### src/rtl/rot_pkg.sv
// Shared types and constants for the rotary encoder controller.
package rot_pkg;

    localparam int POS_W    = 8;
    localparam int DB_CNT_W = 16;

    typedef logic [POS_W-1:0] pos_t;

    localparam logic [1:0] AB_00 = 2'b00;
    localparam logic [1:0] AB_01 = 2'b01;
    localparam logic [1:0] AB_10 = 2'b10;
    localparam logic [1:0] AB_11 = 2'b11;

    typedef enum logic [2:0] {
        ST_REST,
        ST_CW1,
        ST_CW2,
        ST_CW3,
        ST_CCW1,
        ST_CCW2,
        ST_CCW3
    } rot_state_e;

    function automatic pos_t pos_clamp(
        input pos_t v,
        input pos_t lo,
        input pos_t hi
    );
        if (v < lo) return lo;
        if (v > hi) return hi;
        return v;
    endfunction

endpackage

### src/rtl/rot_debounce.sv
// Two-flop synchronizer followed by a stable-count debounce filter.
module rot_debounce
    import rot_pkg::*;
#(
    parameter int unsigned DB_CYCLES = 1000
) (
    input  logic clk,
    input  logic rst,
    input  logic raw_i,
    output logic filt_o
);

    localparam logic [DB_CNT_W-1:0] LAST = DB_CNT_W'(DB_CYCLES - 1);

    logic                s1_q;
    logic                s2_q;
    logic                filt_q;
    logic                filt_d;
    logic [DB_CNT_W-1:0] cnt_q;
    logic [DB_CNT_W-1:0] cnt_d;

    // Any cycle where the synced value matches the filter restarts the count.
    always_comb begin
        cnt_d  = '0;
        filt_d = filt_q;
        if (s2_q != filt_q) begin
            if (cnt_q == LAST) begin
                filt_d = s2_q;
            end else begin
                cnt_d = cnt_q + 1'b1;
            end
        end
    end

    always_ff @(posedge clk or posedge rst) begin
        if (rst) begin
            s1_q   <= 1'b0;
            s2_q   <= 1'b0;
            filt_q <= 1'b0;
            cnt_q  <= '0;
        end else begin
            s1_q   <= raw_i;
            s2_q   <= s1_q;
            filt_q <= filt_d;
            cnt_q  <= cnt_d;
        end
    end

    assign filt_o = filt_q;

endmodule

### src/rtl/rotary_encoder_ctrl.sv
// Quadrature rotary encoder decoder with debounced inputs and position counter.
// Optional macro ROT_ERR_CNT_EN adds a saturating err_cnt output.
module rotary_encoder_ctrl
    import rot_pkg::*;
#(
    parameter int unsigned DB_CYCLES = 1000,
    parameter int          POS_MIN   = 0,
    parameter int          POS_MAX   = 255,
    parameter int          WRAP      = 1
) (
    input  logic             clk,
    input  logic             rst,
    input  logic             sw,
    input  logic             dt,
    input  logic             ld,
    input  logic [POS_W-1:0] ld_val,
    output logic [POS_W-1:0] pos,
    output logic             step_cw,
    output logic             step_ccw,
    output logic             err
`ifdef ROT_ERR_CNT_EN
    ,
    output logic [7:0]       err_cnt
`endif
);

    localparam pos_t PMIN = pos_t'(POS_MIN);
    localparam pos_t PMAX = pos_t'(POS_MAX);

    logic       fa;
    logic       fb;
    logic [1:0] ab;
    logic [1:0] chg;

    rot_state_e state_q, state_d;
    logic [1:0] ab_q;
    pos_t       pos_q, pos_d;
    logic       cw_q, cw_d;
    logic       ccw_q, ccw_d;
    logic       err_q, err_d;

    rot_debounce #(.DB_CYCLES(DB_CYCLES)) u_db_a (
        .clk    (clk),
        .rst    (rst),
        .raw_i  (sw),
        .filt_o (fa)
    );

    rot_debounce #(.DB_CYCLES(DB_CYCLES)) u_db_b (
        .clk    (clk),
        .rst    (rst),
        .raw_i  (dt),
        .filt_o (fb)
    );

    assign ab  = {fa, fb};
    assign chg = ab ^ ab_q;

    // A two-bit change is judged against the previous filtered pair,
    // so a held illegal code reports only once.
    always_comb begin
        state_d = state_q;
        cw_d    = 1'b0;
        ccw_d   = 1'b0;
        err_d   = 1'b0;
        if (chg == AB_11) begin
            err_d = 1'b1;
            if (ab == AB_00) state_d = ST_REST;
        end else if (chg != AB_00) begin
            unique case (state_q)
                ST_REST: begin
                    if (ab == AB_10)      state_d = ST_CW1;
                    else if (ab == AB_01) state_d = ST_CCW1;
                end
                ST_CW1: begin
                    if (ab == AB_11)      state_d = ST_CW2;
                    else if (ab == AB_00) state_d = ST_REST;
                end
                ST_CW2: begin
                    if (ab == AB_01)      state_d = ST_CW3;
                    else if (ab == AB_10) state_d = ST_CW1;
                end
                ST_CW3: begin
                    if (ab == AB_00) begin
                        state_d = ST_REST;
                        cw_d    = 1'b1;
                    end else if (ab == AB_11) begin
                        state_d = ST_CW2;
                    end
                end
                ST_CCW1: begin
                    if (ab == AB_11)      state_d = ST_CCW2;
                    else if (ab == AB_00) state_d = ST_REST;
                end
                ST_CCW2: begin
                    if (ab == AB_10)      state_d = ST_CCW3;
                    else if (ab == AB_01) state_d = ST_CCW1;
                end
                ST_CCW3: begin
                    if (ab == AB_00) begin
                        state_d = ST_REST;
                        ccw_d   = 1'b1;
                    end else if (ab == AB_11) begin
                        state_d = ST_CCW2;
                    end
                end
                default: state_d = ST_REST;
            endcase
        end
    end

    always_comb begin
        pos_d = pos_q;
        if (ld) begin
            pos_d = pos_clamp(ld_val, PMIN, PMAX);
        end else if (cw_d) begin
            if (pos_q >= PMAX) pos_d = (WRAP != 0) ? PMIN : PMAX;
            else               pos_d = pos_q + 1'b1;
        end else if (ccw_d) begin
            if (pos_q <= PMIN) pos_d = (WRAP != 0) ? PMAX : PMIN;
            else               pos_d = pos_q - 1'b1;
        end
    end

    always_ff @(posedge clk or posedge rst) begin
        if (rst) begin
            state_q <= ST_REST;
            ab_q    <= AB_00;
            pos_q   <= PMIN;
            cw_q    <= 1'b0;
            ccw_q   <= 1'b0;
            err_q   <= 1'b0;
        end else begin
            state_q <= state_d;
            ab_q    <= ab;
            pos_q   <= pos_d;
            cw_q    <= cw_d;
            ccw_q   <= ccw_d;
            err_q   <= err_d;
        end
    end

    assign pos      = pos_q;
    assign step_cw  = cw_q;
    assign step_ccw = ccw_q;
    assign err      = err_q;

`ifdef ROT_ERR_CNT_EN
    logic [7:0] ecnt_q, ecnt_d;

    always_comb begin
        ecnt_d = ecnt_q;
        if (ld)                             ecnt_d = '0;
        else if (err_d && ecnt_q != 8'hFF)  ecnt_d = ecnt_q + 1'b1;
    end

    always_ff @(posedge clk or posedge rst) begin
        if (rst) ecnt_q <= '0;
        else     ecnt_q <= ecnt_d;
    end

    assign err_cnt = ecnt_q;
`endif

endmodule
### config.mk
export PLATFORM = sky130hd
export DESIGN_NAME = rotary_encoder_ctrl
export DESIGN_NICKNAME = d
export VERILOG_FILES = /design/src/rtl/rot_pkg.sv /design/src/rtl/rot_debounce.sv /design/src/rtl/rotary_encoder_ctrl.sv
export SDC_FILE = /design/constraint.sdc
export NUM_CORES = 1
export LEC_CHECK = 0
export CAP_MARGIN = 20
export CORE_ASPECT_RATIO = 0.5
export CORE_UTILIZATION = 42
export DETAILED_ROUTE_END_ITERATION = 7
export PLACE_DENSITY = 0.67
export RECOVER_POWER = 25
export REMOVE_ABC_BUFFERS = 1
export SETUP_SLACK_MARGIN = 0.02
export SYNTH_ARGS = -nofsm -noshare
export SYNTH_HDL_FRONTEND = slang
export SYNTH_SLANG_ARGS = --single-unit
### constraint.sdc
create_clock -name clk -period 2.1 [get_ports clk]
set_input_delay 0.42 -clock clk [delete_from_list [all_inputs] [get_ports clk]]
set_output_delay 0.42 -clock clk [all_outputs]
set_load 0.005 [all_outputs]
==> results of run 1 <==
-- logic make-up (layout without fill, tap and decap cells) --
logic type,after synthesis,after routing,share of synthesized area [%]
and+or+nand+nor,147,147,24.0
DFF,54,54,43.2
AOI/OAI and AO/OA,50,50,10.9
xor gates and xnor gates,41,41,12.4
buffers and inverters,25,57,3.44
adders and majority gates,10,10,4.00
muxes,6,6,2.00
-- layout make-up --
class,instances,area share (%)
multi-input combinational,254,45.1
sequential,54,36.3
timing repair buffer,37,9.56
clock buffer,6,3.72
tap,92,3.09
inverter,12,1.21
clock inverter,2,1.04
-- critical path, delay by kind of cell, from the launching register on --
| family | cells | cell delay [ps] |
|---|---|---|
| AND/OR/NAND/NOR | 2 | 670 |
| XOR/XNOR | 2 | 590 |
| flip-flops | 1 | 450 |
| AO/OA/AOI/OAI | 1 | 170 |
-- what timing repair did --
| item | CTS | global route |
|---|---|---|
| resized for setup | 1 | 3 |
| gates cloned | 0 | 0 |
| setup endpoints to repair | 2 | 3 |
| hold endpoints to repair | 0 | 0 |
-- report_power, final --
| part | internal [mW] | total (mW) | switching (mW) | leakage (nW) |
|---|---|---|---|---|
| clock network | 0.600 | 0.976 | 0.377 | 0.0875 |
| logic | 0.112 | 0.216 | 0.104 | 0.784 |
| registers | 1.07 | 1.11 | 0.0453 | 0.722 |
-- layer usage --
| layer | wire, um | vias to the layer above | track usage (%) |
|---|---|---|---|
| met3 | 265 | 13 | 3.83 |
| met2 | 2820 | 57 | 29.1 |
| met5 | 0 | - | 0 |
| li1 | - | 1225 | - |
| met4 | 123 | 0 | 6.55 |
| met1 | 3070 | 1203 | 23.5 |
-- state kept, by name, indices dropped and copies added, names as in the netlist --
signal and count:
u_db_a.s2_q 1, u_db_a.s1_q 1, err 1, u_db_b.s2_q 1, u_db_b.s1_q 1, u_db_a.cnt_q 16, step_ccw 1, pos 8
u_db_b.cnt_q 16, step_cw 1, ab_q 2, u_db_b.filt_o 1, u_db_a.filt_o 1, state_q 3
-- how the worst max path moves through the flow --
stage / endpoint / slack (ps) / cells past startpoint
global route: pos[3]$_DFFE_PP0P_ / 40 / 5
finish: pos[7]$_DFFE_PP0P_ / 150 / 5
CTS: pos[7]$_DFFE_PP0P_ / 40 / 7
detailed placement: pos[7]$_DFFE_PP0P_ / 2 / 7
floorplan: pos[7]$_DFFE_PP0P_ / 170 / 7
global placement: pos[7]$_DFFE_PP0P_ / 110 / 7
-- placed cells by master, fill, tap and decap left out, types with 2 or more instances in the layout --
cell / n
dfrtp_1: 53
nor2_1: 49
nand2_1: 22
xor2_1: 20
clkdlybuf4s50_1: 20
xnor2_1: 17
nand3_1: 14
inv_1: 12
buf_4: 11
nor3_1: 10
a21oi_1: 10
o21ai_0: 9
ha_1: 9
nand4_1: 8
nand2b_1: 7
nor2b_1: 7
and3_1: 5
a31oi_1: 5
clkbuf_16: 5
nor4_1: 4
nor3b_1: 4
and4_1: 4
or4_1: 4
mux2i_1: 4
a22oi_1: 4
nor4b_1: 3
o31ai_1: 3
a22o_1: 3
dlygate4sd3_1: 3
xnor2_2: 2
xor2_2: 2
nor2_2: 2
a211oi_1: 2
a221o_1: 2
mux2_2: 2
buf_12: 2
==> results.toml, run 1 <==
[placed_design]
port_buffers = 23
place_area_um2 = 3540
preCtsSetupSlack_ps = 1.59
dpl.cell_count = 449
place_congestion = 0.835
place_hpwl_mm = 4.38

[floorplan]
fp.coreArea_um2 = 6940
chipHeight_um = 63.0
fp-row-count = 21
dieArea_um2 = 7810
ioPinCount = 24
dieWidth_um = 124
initial_core_util_pct = 45.1

[clock_tree]
clk_latency_ps = 290
cts_tree = "built"
cts_buffers = 5
post_cts_buffers = 0
clk_pin_slew_ps = 70
htreeDepth = 2
cts_sinks = 54
cts-root-buf = "clkbuf_16"
clock_path_buffers = 2
ctsHoldBuffers = 0

[global_routing]
grt_pass1_vias = 2427
grt_start_max_net_pins = 55
overflow = 0
grt_pass1_wl_mm = 11.0
grt_usage_pct = 18.0
antenna_found_initial = 0

[timing]
finalCriticalPeriod_ps = 1950
drv_slew = 0
clock_skew_ps = 2.13
clock.fmax_mhz = 513
holdWs_ps = 357
hold_viol = 0
min_period_over_period_pct = 92.8
worst_slew_pin_slew_ps = 622
grt_setup_unrepaired = "false"
setup-violations-final = 0
slew_headroom_pct = 58.1
finalWorstSetupSlack_ps = 152
finalSetupTns_ps = 0

[critical_path]
arrival_ps = 2170
critPathCaptureType = "flop"
crit_path_top_delay_cell = "or4_1"
regToRegEndpoint = "pos[7]$_DFFE_PP0P_"
path_class = "flop to flop"
critPathMaxStageDelay_ps = 520
reg2reg_depth = 5
crit_required_ps = 2320
rr_startpoint = "u_db_a.filt_o$_DFFE_PP0P_"
crit_start = "u_db_a.filt_o$_DFFE_PP0P_"
r2r_slack_ps = 150
crit_fanout = 7
path_cells = "xor2_2 > xnor2_2 > nand2_2 > or4_1 > a31oi_1"
worst_setup_path_start_kind = "flop"

[routing]
drt_pass1_iterations = 4
drt_iter0_drc = 182
routedWlPerCell_um = 13.7
ant_nets = 0
vias = 2498
viasPerCell = 5.47
drc = 0
wirelength_mm = 6.28

[min_path]
hold_class = "flop to flop"
holdCritStartpoint = "u_db_a.s1_q$_DFF_PP0_"
holdPathEnd = "u_db_a.s2_q$_DFF_PP0_"
holdPathStages = 0

[layout]
syn2layout_area_growth_pct = 19.3
stdcell_count = 457
n_fill_cell = 608
layout-drive-gt1-share_pct = 9.59
fin_util_pct = 53.8
diodes = 0
stdcell_area_um2 = 3730
register_area_um2 = 1350
nets = 387
multi_input_area_um2 = 1680

[power]
power_mw = 2.30
power_density_nw_per_um2 = 618
peakVddDrop_mv = 0.309
leakagePower_nw = 1.59

[synthesis]
synth_largest_area_cell = "dfrtp_1"
yosys.cell_count.top_type = "dfrtp_1"
netlist_area_um2 = 3130
synth_area_per_cell_um2 = 9.39
ys_async_sr_fraction_pct = 100
yosysWarnings = 0
synth_cells = 333
ys_top_cells_by_area = "dfrtp_1, nor2_1, xor2_1"
synth_edf_count = 0
synth_top_area_share_pct = 43.2
synth.distinct_cells = 52
ys_seq_area_share_pct = 43.2
yosys-top-cells-count = "dfrtp_1, nor2_1, nand2_1, xor2_1, xnor2_1"
synth-seq-cells = 54
ys.flop_type = "dfrtp_1"

[run]
drv_cap = 0

[run_status]
status = "complete, no violations"
(Power assumes the default switching activity.)
==> run 2: changes to the inputs <==
--- a/config.mk
+++ b/config.mk
@@ -7,9 +7,9 @@
 export LEC_CHECK = 0
 export CAP_MARGIN = 20
 export CORE_ASPECT_RATIO = 0.5
-export CORE_UTILIZATION = 42
+export CORE_UTILIZATION = 45
 export DETAILED_ROUTE_END_ITERATION = 7
-export PLACE_DENSITY = 0.67
+export PLACE_DENSITY = 0.71
 export RECOVER_POWER = 25
 export REMOVE_ABC_BUFFERS = 1
 export SETUP_SLACK_MARGIN = 0.02
==> results.toml, run 2 (synthesis gave the netlist of run 1 again) <==
[timing]
setup-violations-final = 0
finalCriticalPeriod_ps = 1930
drv_slew = 0
clock.fmax_mhz = 517
worst_slew_pin_slew_ps = 937
clock_skew_ps = 3.89
hold_viol = 0
grt_setup_unrepaired = "false"
slew_headroom_pct = 37.5
holdWs_ps = 349
min_period_over_period_pct = 92.1
finalSetupTns_ps = 0

[clock_tree]
htreeDepth = 2
clock_path_buffers = 2
clk_latency_ps = 290
clk_pin_slew_ps = 70
ctsHoldBuffers = 0
cts_sinks = 54
cts_tree = "built"
cts_buffers = 5
cts-root-buf = "clkbuf_16"

[floorplan]
fp.coreArea_um2 = 6700
dieWidth_um = 120
ioPinCount = 24
fp-row-count = 21
dieArea_um2 = 7310
chipHeight_um = 60.9
initial_core_util_pct = 46.7

[critical_path]
worst_setup_path_start_kind = "flop"
path_cells = "buf_12 > xor2_4 > xnor2_2 > nand2_2 > or4_1 > a31oi_1"
reg2reg_depth = 6
critPathMaxStageDelay_ps = 530
critPathCaptureType = "flop"
arrival_ps = 2150
path_class = "flop to flop"
crit_fanout = 7
crit_required_ps = 2320
crit_path_top_delay_cell = "or4_1"

[layout]
nets = 387
diodes = 0
layout-drive-gt1-share_pct = 10.1
syn2layout_area_growth_pct = 19.1
stdcell_count = 457
final_cell_mix = "dfrtp_1, nor2_1, nand2_1, xor2_1, clkdlybuf4s50_1"
final_common_cell = "dfrtp_1"

[global_routing]
overflow = 0
grt_start_max_net_pins = 25
grt_usage_pct = 18.1
grt_pass1_wl_mm = 10.4
antenna_found_initial = 0
grt_pass1_vias = 2274

[routing]
viasPerCell = 5.40
wirelength_mm = 6.23
routedWlPerCell_um = 13.6
vias = 2470
drc = 0
drt_iter0_drc = 339
drt_pass1_iterations = 4
ant_nets = 0

[power]
peakVddDrop_mv = 0.296
power_density_nw_per_um2 = 585
leakagePower_nw = 1.58

[placed_design]
port_buffers = 23
place_congestion = 0.878
place_hpwl_mm = 4.56
dpl.cell_count = 448

[min_path]
hold_class = "flop to flop"
holdPathStages = 0

[run_status]
status = "complete, no violations"

[run]
drv_cap = 0
==> run 2: cell type report <==
class	instances	area (um2)
clock buffer	6	139
fill	554	2980
inverter	12	45.0
tap	92	115
sequential	54	1350
timing repair buffer	37	370
clock inverter	2	16.3
multi-input combinational	254	1680
==> run 2: worst max-delay path: cells and delay by family, from the launching register on <==
family / cells / cell delay (ps)
AOI/OAI and AO/OA: 1 / 170
xor gates and xnor gates: 2 / 450
buffers and inverters: 1 / 140
DFF: 1 / 430
and+or+nand+nor: 2 / 680
==> run 2: worst paths after layout <==
| kind | from | end | slack (ps) |
|---|---|---|---|
| min reg2reg | u_db_b.s1_q$_DFF_PP0_ | u_db_b.s2_q$_DFF_PP0_ | 350 |
| max reg2reg | u_db_a.filt_o$_DFFE_PP0P_ | pos[7]$_DFFE_PP0P_ | 170 |
| min in group asynchronous | rst | u_db_a.cnt_q[13]$_DFF_PP0_ | 770 |
| min | u_db_b.s1_q$_DFF_PP0_ | u_db_b.s2_q$_DFF_PP0_ | 350 |
| max in group asynchronous | rst | state_q[1]$_DFFE_PP0P_ | 410 |
| max | u_db_a.filt_o$_DFFE_PP0P_ | pos[7]$_DFFE_PP0P_ | 170 |
==> run 2: metrics by stage <==
stage / area (um2) / util [%] / total power, mW / setup slack [ps]
after floorplan: 3060 / - / 1.24 / 175
after global placement: 3540 / 52.9 / 1.34 / 140
after detailed placement: 3540 / 52.9 / 1.35 / 43.6
after CTS: 3700 / 55.2 / 2.21 / 30.9
after global routing: 3720 / 55.6 / 2.28 / 24.9
final: 3720 / 55.6 / 2.18 / 166
==> run 2: power breakdown <==
part	internal (mW)	switching, mW	total (mW)
combinational	0.108	0.0991	0.207
sequential	1.07	0.0464	1.11
clock	0.479	0.380	0.859
==> run 2: timing repair <==
item | CTS | global route
setup buffers | 0 | 1
setup endpoints to repair | 0 | 5
gates resized for setup | 0 | 5
==> run 2: per-layer routing <==
layer  GRT usage, %  vias to the layer above  routed length (um)
met4           6.79                        0                  38
met5              0                        -                   0
met2           30.4                       54                3000
met1           23.6                     1189                2940
met3           3.85                        5                 242
li1               -                     1222                   -
==> run 3: changes to the inputs <==
--- a/config.mk
+++ b/config.mk
@@ -6,9 +6,9 @@
 export NUM_CORES = 1
 export LEC_CHECK = 0
 export CAP_MARGIN = 20
-export CORE_ASPECT_RATIO = 0.5
 export CORE_UTILIZATION = 45
 export DETAILED_ROUTE_END_ITERATION = 7
+export GPL_TIMING_DRIVEN = 0
 export PLACE_DENSITY = 0.71
 export RECOVER_POWER = 25
 export REMOVE_ABC_BUFFERS = 1
==> results.toml, run 3 (synthesis gave the netlist of run 1 again) <==
[run_status]
status = "finished with violations"
violations = "design-rule violations"

[timing]
drv_slew = 0
clock.fmax_mhz = 506
slew_headroom_pct = 41.8
worst_slew_pin_slew_ps = 873
finalSetupTns_ps = 0
hold_viol = 0
grt_setup_unrepaired = "false"
min_period_over_period_pct = 94.2
finalCriticalPeriod_ps = 1980
clock_skew_ps = 9.95
setup-violations-final = 0

[clock_tree]
clk_pin_slew_ps = 100
cts-root-buf = "clkbuf_8"
cts_tree = "built"
cts_buffers = 5
htreeDepth = 2
cts_sinks = 54
clk_latency_ps = 320
clock_path_buffers = 2

[power]
clockPowerShare_pct = 32.4
power_mw = 1.94
peakVddDrop_mv = 0.354
switchingPower_mw = 0.527
leakagePower_nw = 1.54
power_frac_seq_pct = 57.5
p_int_mw = 1.41
combPwrFrac_pct = 10.1
power_density_nw_per_um2 = 532
sw_frac_of_total_pct = 27.2

[floorplan]
dieArea_um2 = 7290
chipHeight_um = 85.4
dieWidth_um = 85.4
fp.coreArea_um2 = 6760
fp-row-count = 30
initial_core_util_pct = 46.3
ioPinCount = 24

[placed_design]
dpl.cell_count = 424
place_hpwl_mm = 4.20
port_buffers = 23
place_area_um2 = 3410
place_congestion = 0.879

[layout]
final_cell_mix = "dfrtp_1, nor2_1, nand2_1, xor2_1, clkdlybuf4s50_1"
nets = 383
diodes = 0
register_area_um2 = 1360
fin_util_pct = 53.9
syn2layout_area_growth_pct = 16.5
layout-drive-gt1-share_pct = 11.1
stdcell_area_um2 = 3640
final_common_cell = "dfrtp_1"
multi_input_area_um2 = 1730
n_fill_cell = 598
stdcell_count = 441

[critical_path]
arrival_ps = 2220
worst_setup_path_start_kind = "flop"
crit_required_ps = 2350
path_class = "flop to flop"
critPathCaptureType = "flop"
crit_fanout = 7

[run]
drv_cap = 0

[routing]
routedWlPerCell_um = 13.8
ant_nets = 0
drc = 2
viasPerCell = 5.44
drt_pass1_iterations = 6
wirelength_mm = 6.08
vias = 2398
drt_iter0_drc = 219

[min_path]
hold_class = "flop to flop"

[global_routing]
grt_pass1_wl_mm = 10.5
grt_usage_pct = 17.9
antenna_found_initial = 0
grt_pass1_vias = 2294
grt_start_max_net_pins = 33
overflow = 0
[run 3: changes by cell type in the layout (fill, tap and decap cells not counted), moves of 2 or more]
| cell | delta |
|---|---|
| clkbuf_16 | -5 |
| clkbuf_8 | +4 |
| buf_12 | -2 |
| buf_4 | -2 |
| clkinv_4 | +2 |
| inv_1 | -2 |
| inv_2 | +2 |
[run 3: path summary, 6_finish.rpt]
check,slack [ps],depth (start not counted),endpoint,start
setup / recovery,120,6,pos[7]$_DFFE_PP0P_,u_db_a.filt_o$_DFFE_PP0P_
max in group asynchronous,360,3,state_q[0]$_DFFE_PP0P_,rst
setup reg to reg,120,6,pos[7]$_DFFE_PP0P_,u_db_a.filt_o$_DFFE_PP0P_
min in group asynchronous,700,2,u_db_b.cnt_q[15]$_DFF_PP0_,rst
hold / removal,370,0,u_db_a.s2_q$_DFF_PP0_,u_db_a.s1_q$_DFF_PP0_
hold reg to reg,370,0,u_db_a.s2_q$_DFF_PP0_,u_db_a.s1_q$_DFF_PP0_
[run 3: through the flow]
stage	worst slack, ps	hold slack [ps]
after detailed placement	-115	343
after global routing	13.3	382
after floorplan	175	331
after global placement	-656	345
after CTS	42.3	368
final	122	370
[run 3: area by class of cell]
| class | count | share of cell area [%] |
|---|---|---|
| multi-input cells | 254 | 47.4 |
| flip-flops and latches | 54 | 37.2 |
| repair buffers | 33 | 8.72 |
| well taps | 80 | 2.75 |
| clock buffers | 5 | 1.89 |
| inverters | 12 | 1.24 |
| clock inverters | 3 | 0.790 |
[run 3: timing repair]
item / in CTS / in global routing
pin swaps: 0 / 1
endpoints found under the setup margin: 21 / 22
gates resized for setup: 6 / 10
buffers inserted: 2 / 7
hold buffers: 0 / 0
[run 3: critical path, cell delays in order, from the launching register on]
cell and delay (ps):
dfrtp_2 470, buf_12 150, xor2_4 250, xnor2_2 170, nand2_2 150, or4_1 540, a31oi_1 180
[run 3: power by group through the flow]
stage                     logic, mW  registers [mW]  clock network, mW
after floorplan               0.114            1.12                  0
after CTS                     0.201            1.11              0.649
after detailed placement      0.199            1.13                  0
after global placement        0.191            1.13                  0
after global routing          0.222            1.12              0.691
final                         0.196            1.11              0.629
[run 3: routing by layer]
layer  up-vias  wire length [um]  global-route usage, %
met3         4               205                   3.70
met2        37              2880                   28.3
met1      1143              2950                   25.3
met4         0                35                   4.55
met5         -                 0                      0
li1       1214                 -                      -
